$ cat src/rtl/overlay_pkg.sv
// overlay_pkg: overlay word layout shared by the overlay generator and the framebuffer writer
package overlay_pkg;
  localparam int WORD_W     = 54;
  localparam int MEM_ADDR_W = 18;
  localparam int MASK_MSB   = 53;
  localparam int FRAME_BIT  = 49;
  localparam int ADDR_MSB   = 48;
  localparam int ADDR_LSB   = 32;
  localparam int PIX_MSB    = 31;
  typedef struct packed {
    logic [3:0]  mask;
    logic        frame;
    logic [16:0] addr;
    logic [31:0] pixel;
  } overlay_word_t;
endpackage

$ cat src/rtl/fb_pixel_writer_if.sv
// fb_pixel_writer_if: overlay word input, masked memory write port and frame status
interface fb_pixel_writer_if;
  logic [overlay_pkg::WORD_W-1:0]     din;
  logic                               din_valid;
  logic                               din_ready;
  logic [overlay_pkg::MEM_ADDR_W-1:0] mem_waddr;
  logic [31:0]                        mem_wdata;
  logic [3:0]                         mem_wmask;
  logic                               mem_wvalid;
  logic                               mem_wready;
  logic                               display_frame;
  logic                               frame_done;
  logic                               err_short;
  logic                               err_range;
  modport master (
    output din, din_valid, mem_wready,
    input  din_ready, mem_waddr, mem_wdata, mem_wmask, mem_wvalid,
    input  display_frame, frame_done, err_short, err_range
  );
  modport slave (
    input  din, din_valid, mem_wready,
    output din_ready, mem_waddr, mem_wdata, mem_wmask, mem_wvalid,
    output display_frame, frame_done, err_short, err_range
  );
endinterface

$ cat src/rtl/sync_fifo.sv
// sync_fifo: synchronous FIFO with registered full/empty; a new entry becomes poppable one cycle after its write
module sync_fifo #(
  parameter int W     = 8,
  parameter int DEPTH = 8
) (
  input  logic         clock,
  input  logic         reset,
  input  logic         push_i,
  input  logic         pop_i,
  input  logic [W-1:0] wdata_i,
  output logic [W-1:0] rdata_o,
  output logic         full_o,
  output logic         empty_o
);
  localparam int AW = $clog2(DEPTH);
  logic [W-1:0]  mem_q [DEPTH];
  logic [AW-1:0] wp_q, rp_q;
  logic [AW:0]   cnt_q, cnt_d, vis_d;
  logic          full_q, empty_q, do_push, do_pop;
  assign do_push = push_i & ~full_q;
  assign do_pop  = pop_i & ~empty_q;
  // empty is judged on the count before this cycle's push, so it never over-reports
  assign vis_d   = cnt_q - {{AW{1'b0}}, do_pop};
  assign cnt_d   = vis_d + {{AW{1'b0}}, do_push};
  assign rdata_o = mem_q[rp_q];
  assign full_o  = full_q;
  assign empty_o = empty_q;
  always_ff @(posedge clock) begin
    if (reset) begin
      wp_q    <= '0;
      rp_q    <= '0;
      cnt_q   <= '0;
      full_q  <= 1'b1;
      empty_q <= 1'b1;
    end else begin
      if (do_push) begin
        mem_q[wp_q] <= wdata_i;
        wp_q        <= wp_q + 1'b1;
      end
      if (do_pop) rp_q <= rp_q + 1'b1;
      cnt_q   <= cnt_d;
      full_q  <= cnt_d == (AW+1)'(DEPTH);
      empty_q <= vis_d == '0;
    end
  end
endmodule

$ cat src/rtl/fb_pixel_writer.sv
// fb_pixel_writer: buffers overlay words, issues masked framebuffer writes and publishes completed frames
module fb_pixel_writer
  import overlay_pkg::*;
#(
  parameter int FIFO_DEPTH      = 8,
  parameter int WORDS_PER_FRAME = 30000,
  parameter int MAX_ADDR        = 29999
) (
  input logic              clock,
  input logic              reset,
  fb_pixel_writer_if.slave bus
);
  localparam int CW = $clog2(WORDS_PER_FRAME + 1);
  overlay_word_t         head;
  logic                  full, empty, take, pop, in_range, load, last, fb_chg;
  logic [CW-1:0]         cnt_q, cnt_d, cnt_n;
  logic                  cur_q, cur_d;
  logic                  ov_q, last_q, fin_q, fin_frame_q, done_q, disp_q;
  logic                  err_short_q, err_range_q;
  logic [MEM_ADDR_W-1:0] waddr_q;
  logic [31:0]           wdata_q;
  logic [3:0]            wmask_q;
  sync_fifo #(.W(WORD_W), .DEPTH(FIFO_DEPTH)) u_fifo (
    .clock   (clock),
    .reset   (reset),
    .push_i  (bus.din_valid),
    .pop_i   (pop),
    .wdata_i (bus.din),
    .rdata_o (head),
    .full_o  (full),
    .empty_o (empty)
  );
  assign take     = ov_q & bus.mem_wready;
  assign pop      = ~empty & (~ov_q | take);
  assign in_range = 32'(head.addr) <= MAX_ADDR;
  assign load     = pop & in_range & |head.mask;
  assign fb_chg   = head.frame != cur_q;
  assign cnt_n    = fb_chg ? CW'(1) : (cnt_q == CW'(WORDS_PER_FRAME) ? cnt_q : cnt_q + 1'b1);
  assign last     = cnt_n == CW'(WORDS_PER_FRAME);
  assign cnt_d    = pop ? (last ? '0 : cnt_n) : cnt_q;
  assign cur_d    = pop ? head.frame : cur_q;
  always_ff @(posedge clock) begin
    if (reset) begin
      ov_q        <= 1'b0;
      waddr_q     <= '0;
      wdata_q     <= '0;
      wmask_q     <= '0;
      last_q      <= 1'b0;
      cnt_q       <= '0;
      cur_q       <= 1'b1;
      fin_q       <= 1'b0;
      fin_frame_q <= 1'b0;
      done_q      <= 1'b0;
      disp_q      <= 1'b0;
      err_short_q <= 1'b0;
      err_range_q <= 1'b0;
    end else begin
      if (load) begin
        ov_q    <= 1'b1;
        waddr_q <= {head.frame, head.addr};
        wdata_q <= head.pixel;
        wmask_q <= head.mask;
        last_q  <= last;
      end else if (take) ov_q <= 1'b0;
      cnt_q       <= cnt_d;
      cur_q       <= cur_d;
      // completion waits until the frame's final word has left (written or dropped)
      fin_q       <= (take & last_q) | (pop & last & ~load);
      fin_frame_q <= (take & last_q) ? waddr_q[MEM_ADDR_W-1] : head.frame;
      done_q      <= fin_q;
      if (fin_q) disp_q <= fin_frame_q;
      err_short_q <= err_short_q | (pop & fb_chg & |cnt_q);
      err_range_q <= err_range_q | (pop & ~in_range);
    end
  end
  assign bus.din_ready     = ~full;
  assign bus.mem_wvalid    = ov_q;
  assign bus.mem_waddr     = waddr_q;
  assign bus.mem_wdata     = wdata_q;
  assign bus.mem_wmask     = wmask_q;
  assign bus.display_frame = disp_q;
  assign bus.frame_done    = done_q;
  assign bus.err_short     = err_short_q;
  assign bus.err_range     = err_range_q;
endmodule

$ cat src/flat_wrapper.sv
// flat-port wrapper written by rule: the top's interface ports become plain ports
module fb_pixel_writer_flat import overlay_pkg::*;
#(
  parameter int FIFO_DEPTH      = 8,
  parameter int WORDS_PER_FRAME = 30000,
  parameter int MAX_ADDR        = 29999
)
  (clock, reset, bus_din, bus_din_valid, bus_mem_wready, bus_din_ready, bus_mem_waddr, bus_mem_wdata, bus_mem_wmask, bus_mem_wvalid, bus_display_frame, bus_frame_done, bus_err_short, bus_err_range);
  fb_pixel_writer_if bus_i ();
  input logic clock;
  input logic reset;
  input wire logic [$bits(bus_i.din)-1:0] bus_din;
  input wire logic [$bits(bus_i.din_valid)-1:0] bus_din_valid;
  input wire logic [$bits(bus_i.mem_wready)-1:0] bus_mem_wready;
  output wire logic [$bits(bus_i.din_ready)-1:0] bus_din_ready;
  output wire logic [$bits(bus_i.mem_waddr)-1:0] bus_mem_waddr;
  output wire logic [$bits(bus_i.mem_wdata)-1:0] bus_mem_wdata;
  output wire logic [$bits(bus_i.mem_wmask)-1:0] bus_mem_wmask;
  output wire logic [$bits(bus_i.mem_wvalid)-1:0] bus_mem_wvalid;
  output wire logic [$bits(bus_i.display_frame)-1:0] bus_display_frame;
  output wire logic [$bits(bus_i.frame_done)-1:0] bus_frame_done;
  output wire logic [$bits(bus_i.err_short)-1:0] bus_err_short;
  output wire logic [$bits(bus_i.err_range)-1:0] bus_err_range;
  assign bus_i.din = bus_din;
  assign bus_i.din_valid = bus_din_valid;
  assign bus_i.mem_wready = bus_mem_wready;
  assign bus_din_ready = bus_i.din_ready;
  assign bus_mem_waddr = bus_i.mem_waddr;
  assign bus_mem_wdata = bus_i.mem_wdata;
  assign bus_mem_wmask = bus_i.mem_wmask;
  assign bus_mem_wvalid = bus_i.mem_wvalid;
  assign bus_display_frame = bus_i.display_frame;
  assign bus_frame_done = bus_i.frame_done;
  assign bus_err_short = bus_i.err_short;
  assign bus_err_range = bus_i.err_range;
  fb_pixel_writer #(.FIFO_DEPTH(FIFO_DEPTH), .WORDS_PER_FRAME(WORDS_PER_FRAME), .MAX_ADDR(MAX_ADDR)) u_core (.clock(clock), .reset(reset), .bus(bus_i));
endmodule
$ cat config.mk
export PLATFORM = sky130hd
export DESIGN_NAME = fb_pixel_writer_flat
export DESIGN_NICKNAME = d
export VERILOG_FILES = /design/src/rtl/overlay_pkg.sv /design/src/rtl/fb_pixel_writer_if.sv /design/src/rtl/sync_fifo.sv /design/src/rtl/fb_pixel_writer.sv /design/src/flat_wrapper.sv
export SDC_FILE = /design/constraint.sdc
export NUM_CORES = 1
export LEC_CHECK = 0
export ABC_AREA = 1
export ABC_CLOCK_PERIOD_IN_PS = 16510
export CELL_PAD_IN_SITES_DETAIL_PLACEMENT = 1
export CELL_PAD_IN_SITES_GLOBAL_PLACEMENT = 2
export CORE_MARGIN = 4
export CORE_UTILIZATION = 35
export DETAILED_ROUTE_END_ITERATION = 8
export GPL_TIMING_DRIVEN = 0
export PLACE_DENSITY_LB_ADDON = 0.2
export SLEW_MARGIN = 20
export SYNTH_ARGS = -nofsm -noshare
export SYNTH_HDL_FRONTEND = slang
export SYNTH_SLANG_ARGS = --single-unit
$ cat constraint.sdc
create_clock -name clock -period 16.51 [get_ports clock]
set_clock_uncertainty 0.1 [all_clocks]
set_input_delay 3.302 -clock clock [delete_from_list [all_inputs] [get_ports clock]]
set_output_delay 3.302 -clock clock [all_outputs]
set_load 0.05 [all_outputs]
* Yosys cells after proc, flatten, opt, wreduce, memory -nomap -nowiden
Memories as Yosys holds them, arrays and structs flattened. A register that Yosys moved wholly into a read port is not among the register bits. Index checks and enable logic that the tools add are counted.
Storage, ports and cells: memory bits (writable) 432, memories kept 1, bits in registers 90, input port bits 58, logic and storage cells 65, output and inout bits 60
Cells by class: multiplexer cells 11, reduce and logical (&&, ||, !) cells 4, bitwise logic cells 21, $add $sub $neg 5, equal/unequal tests 4, $lt $le $gt $ge 1
Memories:
- u_core.u_fifo.mem_q | words 8, bits a word 54, read ports 1, clocked after Yosys merged registers in 1, write ports 1, line sync_fifo.sv:16 | logic [W-1:0] mem_q [DEPTH];
Operators by type and width (number):
- 15-bit 2-to-1 mux | 3
- 15-bit equality test (second input constant) | 2
- 17-bit by 15-bit <= comparator with 1-bit output (second input constant) | 1
- 15-bit by 1-bit adder with 15-bit output (second input constant) | 1
- 15-bit OR reduction | 1
- 1-bit AND | 12
- 3-bit by 1-bit adder with 3-bit output (second input constant) | 2
- 1-bit 2-to-1 mux | 6
- 3-bit 2-to-1 mux | 2
- 1-bit inverter | 5
- 4-bit by 1-bit adder with 4-bit output | 1
- 4-bit equality test (second input constant) | 1
- 4-bit zero test | 1
- 1-bit bitwise OR | 4
- 4-bit OR reduction | 1
- 4-bit by 1-bit subtractor with 4-bit output | 1
- 2-bit nonzero test | 1
- 1-bit inequality test | 1

* Logic depth before layout (Yosys ltp)
word-level depth 8, depth in mapped cells 18, mapped depth without buffers 16

* Cells and area by module
From an unflattened synthesis, not the netlist that was laid out.
Unflattened totals: cells, all modules 1950, area total of the unflattened synthesis 21147.8 µm²
Modules (own cells, without submodules):
- sync_fifo | instances 1, area an instance 17581.9 µm², cells an instance 1431, seq. area each 13272.7 µm²
- fb_pixel_writer | instances 1, area an instance 3565.9 µm², cells an instance 519, seq. area each 1561.5 µm²

* Least setup slack after synthesis
OpenSTA, ideal clock, no wires.
kind input to register, start point in bus_din_valid, end point mem u_core.u_fifo.mem_q[2][0] (netlist name), enable pin, data arrival time 7.287 ns, path slack 8.590 ns, library setup time 0.533 ns, data required time 15.877 ns, path buffers 0, stages on the path 4, cell sequence nand2_1 > clkinv_1 > nand2_1 > nor3_1
Between the ends: word-level cells in the longest chain between the ends 4
Ends and longest elaborated chain:
- start, declared | line flat_wrapper.sv:13 | input wire logic [$bits(bus_i.din_valid)-1:0] bus_din_valid;
- 1-bit AND | line sync_fifo.sv:20 | assign do_push = push_i & ~full_q;
- via u_core.u_fifo.do_push | line sync_fifo.sv:19 | logic full_q, empty_q, do_push, do_pop;
- 1-bit 2-to-1 mux | line sync_fifo.sv:36 | if (do_push) begin
- 1-bit 2-to-1 mux | line sync_fifo.sv:29 | if (reset) begin
- 1-bit 2-to-1 mux (not written as such) | line sync_fifo.sv:37 | mem_q[wp_q] <= wdata_i;
- end, declared | line sync_fifo.sv:16
The timed path passes the listed nets, and every way through them passes these cells.

* Final worst setup path
start point in bus_mem_wready, end point reg u_core.u_fifo.full_q, in the netlist u_core.u_fifo.full_o
Between the ends: word-level cells in the longest chain between the ends 7
Ends and longest elaborated chain:
- start, declared | line flat_wrapper.sv:14 | input wire logic [$bits(bus_i.mem_wready)-1:0] bus_mem_wready;
- 1-bit AND | line fb_pixel_writer.sv:33 | assign take = ov_q & bus.mem_wready;
- 1-bit bitwise OR | line fb_pixel_writer.sv:34 | assign pop = ~empty & (~ov_q | take);
- 1-bit AND | line fb_pixel_writer.sv:34
- via u_core.pop | line fb_pixel_writer.sv:15 | logic full, empty, take, pop, in_range, load, last, fb_chg;
- 1-bit AND | line sync_fifo.sv:21 | assign do_pop = pop_i & ~empty_q;
- 4-bit by 1-bit subtractor with 4-bit output | line sync_fifo.sv:23 | assign vis_d = cnt_q - {{AW{1'b0}}, do_pop};
- 4-bit by 1-bit adder with 4-bit output | line sync_fifo.sv:24 | assign cnt_d = vis_d + {{AW{1'b0}}, do_push};
- 4-bit equality test | line sync_fifo.sv:42 | full_q <= cnt_d == (AW+1)'(DEPTH);
- end signal, assigned | line sync_fifo.sv:42
- end, declared | line sync_fifo.sv:19
The timed path passes the listed nets, and every way through them passes these cells. A chain may end at the register's enable or synchronous reset.

==> reports/results.ini <==
[logic_synthesis]
synthArstFlopShare_pct=0
yosysTopAreaCell=edfxtp_1
synth_fp_nets=2009
yosys_warnings=0
synth_top_family_by_area=simple AND/OR/NAND/NOR gates
synthSimpleGateAreaFrac_pct=15.77
synth.area.mux_share_pct=0
ys.flop_type=edfxtp_1
yosysTopAreaCellShare_pct=61.03
synth_compound_area_share_pct=8.653
synthXorXnorAreaFrac_pct=0.5356
ys_seq_elements=525
syn_inst=1943
synth_area_leaders=edfxtp_1, dfxtp_1, nand2_1
yosys.cell_types.count=35
synth_area_per_cell_sq_um=10.94
ys_seq_area_share_pct=69.79
synth-edff-count=432
synthAdderAreaFrac_pct=0.4709
synth.cell_area_sq_um=21260

[worst_setup_path]
cp_num_buf_inv=3
critPathMaxStageDelay_ps=800
crit_required_ps=16870
worstPathArrival_ps=6460
startpoint_type=input port
cp-end-kind=flop
path_cells=clkdlybuf4s50_1, inv_1, a21oi_1, clkbuf_1, ha_1, ha_1, xor2_1, nand3_1, xnor2_1, o21ai_0
crit_type=input port to flop
cp_slowest_cell=a21oi_1
critical_path.max_fanout=10
crit_top_cell=ha_1
critPathTopFamily=buffers and inverters

[global_routing]
use_met1_pct=26.59
grtUsageMet2_pct=35.20
grt_pass1_vias=16160
use_met3_pct=3.579
grt_max_degree=20
antenna_found_initial=4
grt.total_usage_pct=20.61
overflow=0
busiest_layer=met2
grt_pass1_wl_um=99770

[cells_and_area]
finalNetCount=2235
area_growth_syn_to_layout_pct=22.38
nFillCells=6503
register_area_sq_um=14830
drive_above_1_share_pct=8.435
multi_input_area_sq_um=5455

[power_and_ir_drop]
power.leakage_uw=0.009546
ir_drop_mv=0.09505
powerDensity_nw_per_um2=169.4

[flow_run]
cap_viol_max_count=0

[sta]
tns_ps=0
drv_slew=0
fmax_ghz=0.1639
hold_violations=0
tightestPinTransition_ps=1057
fin_crit_ps=6102
setup-violations-final=0
holdWs_ps=345.7
timing.slew.headroom_pct=29.52
finalCritPeriodShare_pct=36.96
rsz0062_at_grt=no

[route]
drtPass1Iterations=5
drc=0
dr_total_vias=15150
viasPerCell=5.047
drt.antenna.violating_nets=0
drtIter0Drc=997
wl_per_cell_um=22.26
routed_wl_um=66810

[clocking]
post_cts_buffers=0
tritoncts=done
cts.sinks=525
cts_root_buf=clkbuf_16
clkSlewWorstSetupHoldPaths_ps=60
hold_buffers=0
insertion_delay_ps=630
cts_repair_resize_count=0
cts_buffers=58
clockBufferDepth=3
htreeDepth=2

[floorplan]
die_area_sq_um=64740
io_pins=118
core-area_sq_um=60250
die_y_um=254.4
fp.dieW_um=254.4
std_cell_rows=90
initial_core_util_pct=35.28

[outcome]
status=finished clean

[placement]
dp_hpwl_um=45920
place_congestion=0.7651
port_buffers=117

[worst_hold_path]
min_path_type=flop to flop

[cells by family after synthesis]
group,Yosys count
AND/OR/NAND/NOR,842
adder cells (fa/ha/maj),8
XOR/XNOR,13
buffers and inverters,237
AO/OA/AOI/OAI,318
flip-flops,525
[worst register-to-register path: stages, from the launching register on]
cell      delay (ps)
dfxtp_1          340
a21oi_1          830
clkbuf_1         560
ha_1             300
ha_1             170
xor2_1           280
nand3_1          140
xnor2_1          220
o21ai_0          110
[metrics by stage]
step	cells	setup WS, ps	area [sq um]	total power (uW)	util [%]
4_1_cts	2999	10410	26010	4459	43.17
3_3_place_gp	2842	3231	23410	3106	38.85
2_1_floorplan	1943	8590	21260	2538	-
6_report	3002	10410	26010	4408	43.18
5_1_grt	2999	10190	26010	4649	43.17
3_5_place_dp	2891	9761	24070	3136	39.96
[cell type report]
type / instances / share of cell area [%]
multi-input cells: 1181 / 20.97
plain buffers: 108 / 2.049
diodes: 3 / 0.02886
flip-flops and latches: 525 / 57.02
clock buffers: 83 / 6.253
clock inverters: 25 / 1.183
inverters: 129 / 1.861
well taps: 782 / 3.761
repair buffers: 166 / 6.868
[where the power goes]
group	total (uW)	switching [uW]	internal, uW
combinational	1520	1080	436
sequential	1580	50.9	1530
clock	1310	534	778
[cells in the final DEF (no fill, tap or decap), drive strengths merged]
cell,instances
nor3b,1
clkinv,17
diode,3
clkdlybuf4s50,117
a32o,20
buf,92
ha,8
or2,1
clkbuf,148
o21a,1
o22ai,41
o21bai,11
a21oi,50
nand3,72
nand2,437
o21ai,178
nor3,8
xnor2,4
clkinvlp,2
o211ai,1
xor2,9
nor2,299
nand4,21
edfxtp,432
o221ai,16
inv,129
dfxtp,93
nand3b,3
bufinv,6
[metal layers]
metal,vias to the layer above,wire length [um]
li1,7135,-
met1,7553,28550
met2,347,32560
met3,113,3464
met4,2,2230
met5,-,7
[final timing paths]
kind	startpoint	endpoint	slack, ps	depth (start not counted)
hold reg to reg	u_core.bus.mem_waddr[16]	u_core.bus.mem_waddr[16]	350	2
hold / removal	u_core.bus.mem_waddr[16]	u_core.bus.mem_waddr[16]	350	2
setup reg to reg	u_core.bus.mem_wvalid	u_core.u_fifo.full_o	13290	8
setup / recovery	bus_mem_wready	u_core.u_fifo.full_o	10410	10
[flip-flops by register name (all words and copies together) (netlist names), named ones only]
name / flops
u_core.bus.err_range: 1
u_core.cur_q: 1
u_core.bus.frame_done: 1
u_core.fin_q: 1
u_core.u_fifo.empty_o: 1
u_core.bus.mem_wdata: 32
u_core.u_fifo.cnt_q: 4
u_core.u_fifo.wp_q: 3
u_core.fin_frame_q: 1
u_core.last_q: 1
u_core.u_fifo.rp_q: 3
u_core.u_fifo.mem_q: 432
u_core.bus.mem_waddr: 18
u_core.bus.mem_wmask: 4
u_core.bus.err_short: 1
u_core.cnt_q: 15
u_core.u_fifo.full_o: 1
u_core.bus.mem_wvalid: 1
u_core.bus.display_frame: 1
[cells in the mapped netlist (4+ instances only)]
library cell and count:
o21ai_1 11, buf_2 21, buf_1 4, ha_1 8
inv_2 5, xor2_1 9, a21oi_1 49, nor2_1 298
nand4_1 20, buf_6 9, buf_4 9, inv_1 123
nor3_1 8, edfxtp_1 432, o21bai_1 11, clkbuf_1 65
nand3_1 71, dfxtp_1 93, xnor2_1 4, o221ai_1 16
a32o_1 20, o22ai_1 41, o21ai_0 167, nand2_1 436
Power figures use the tool's default switching activity.
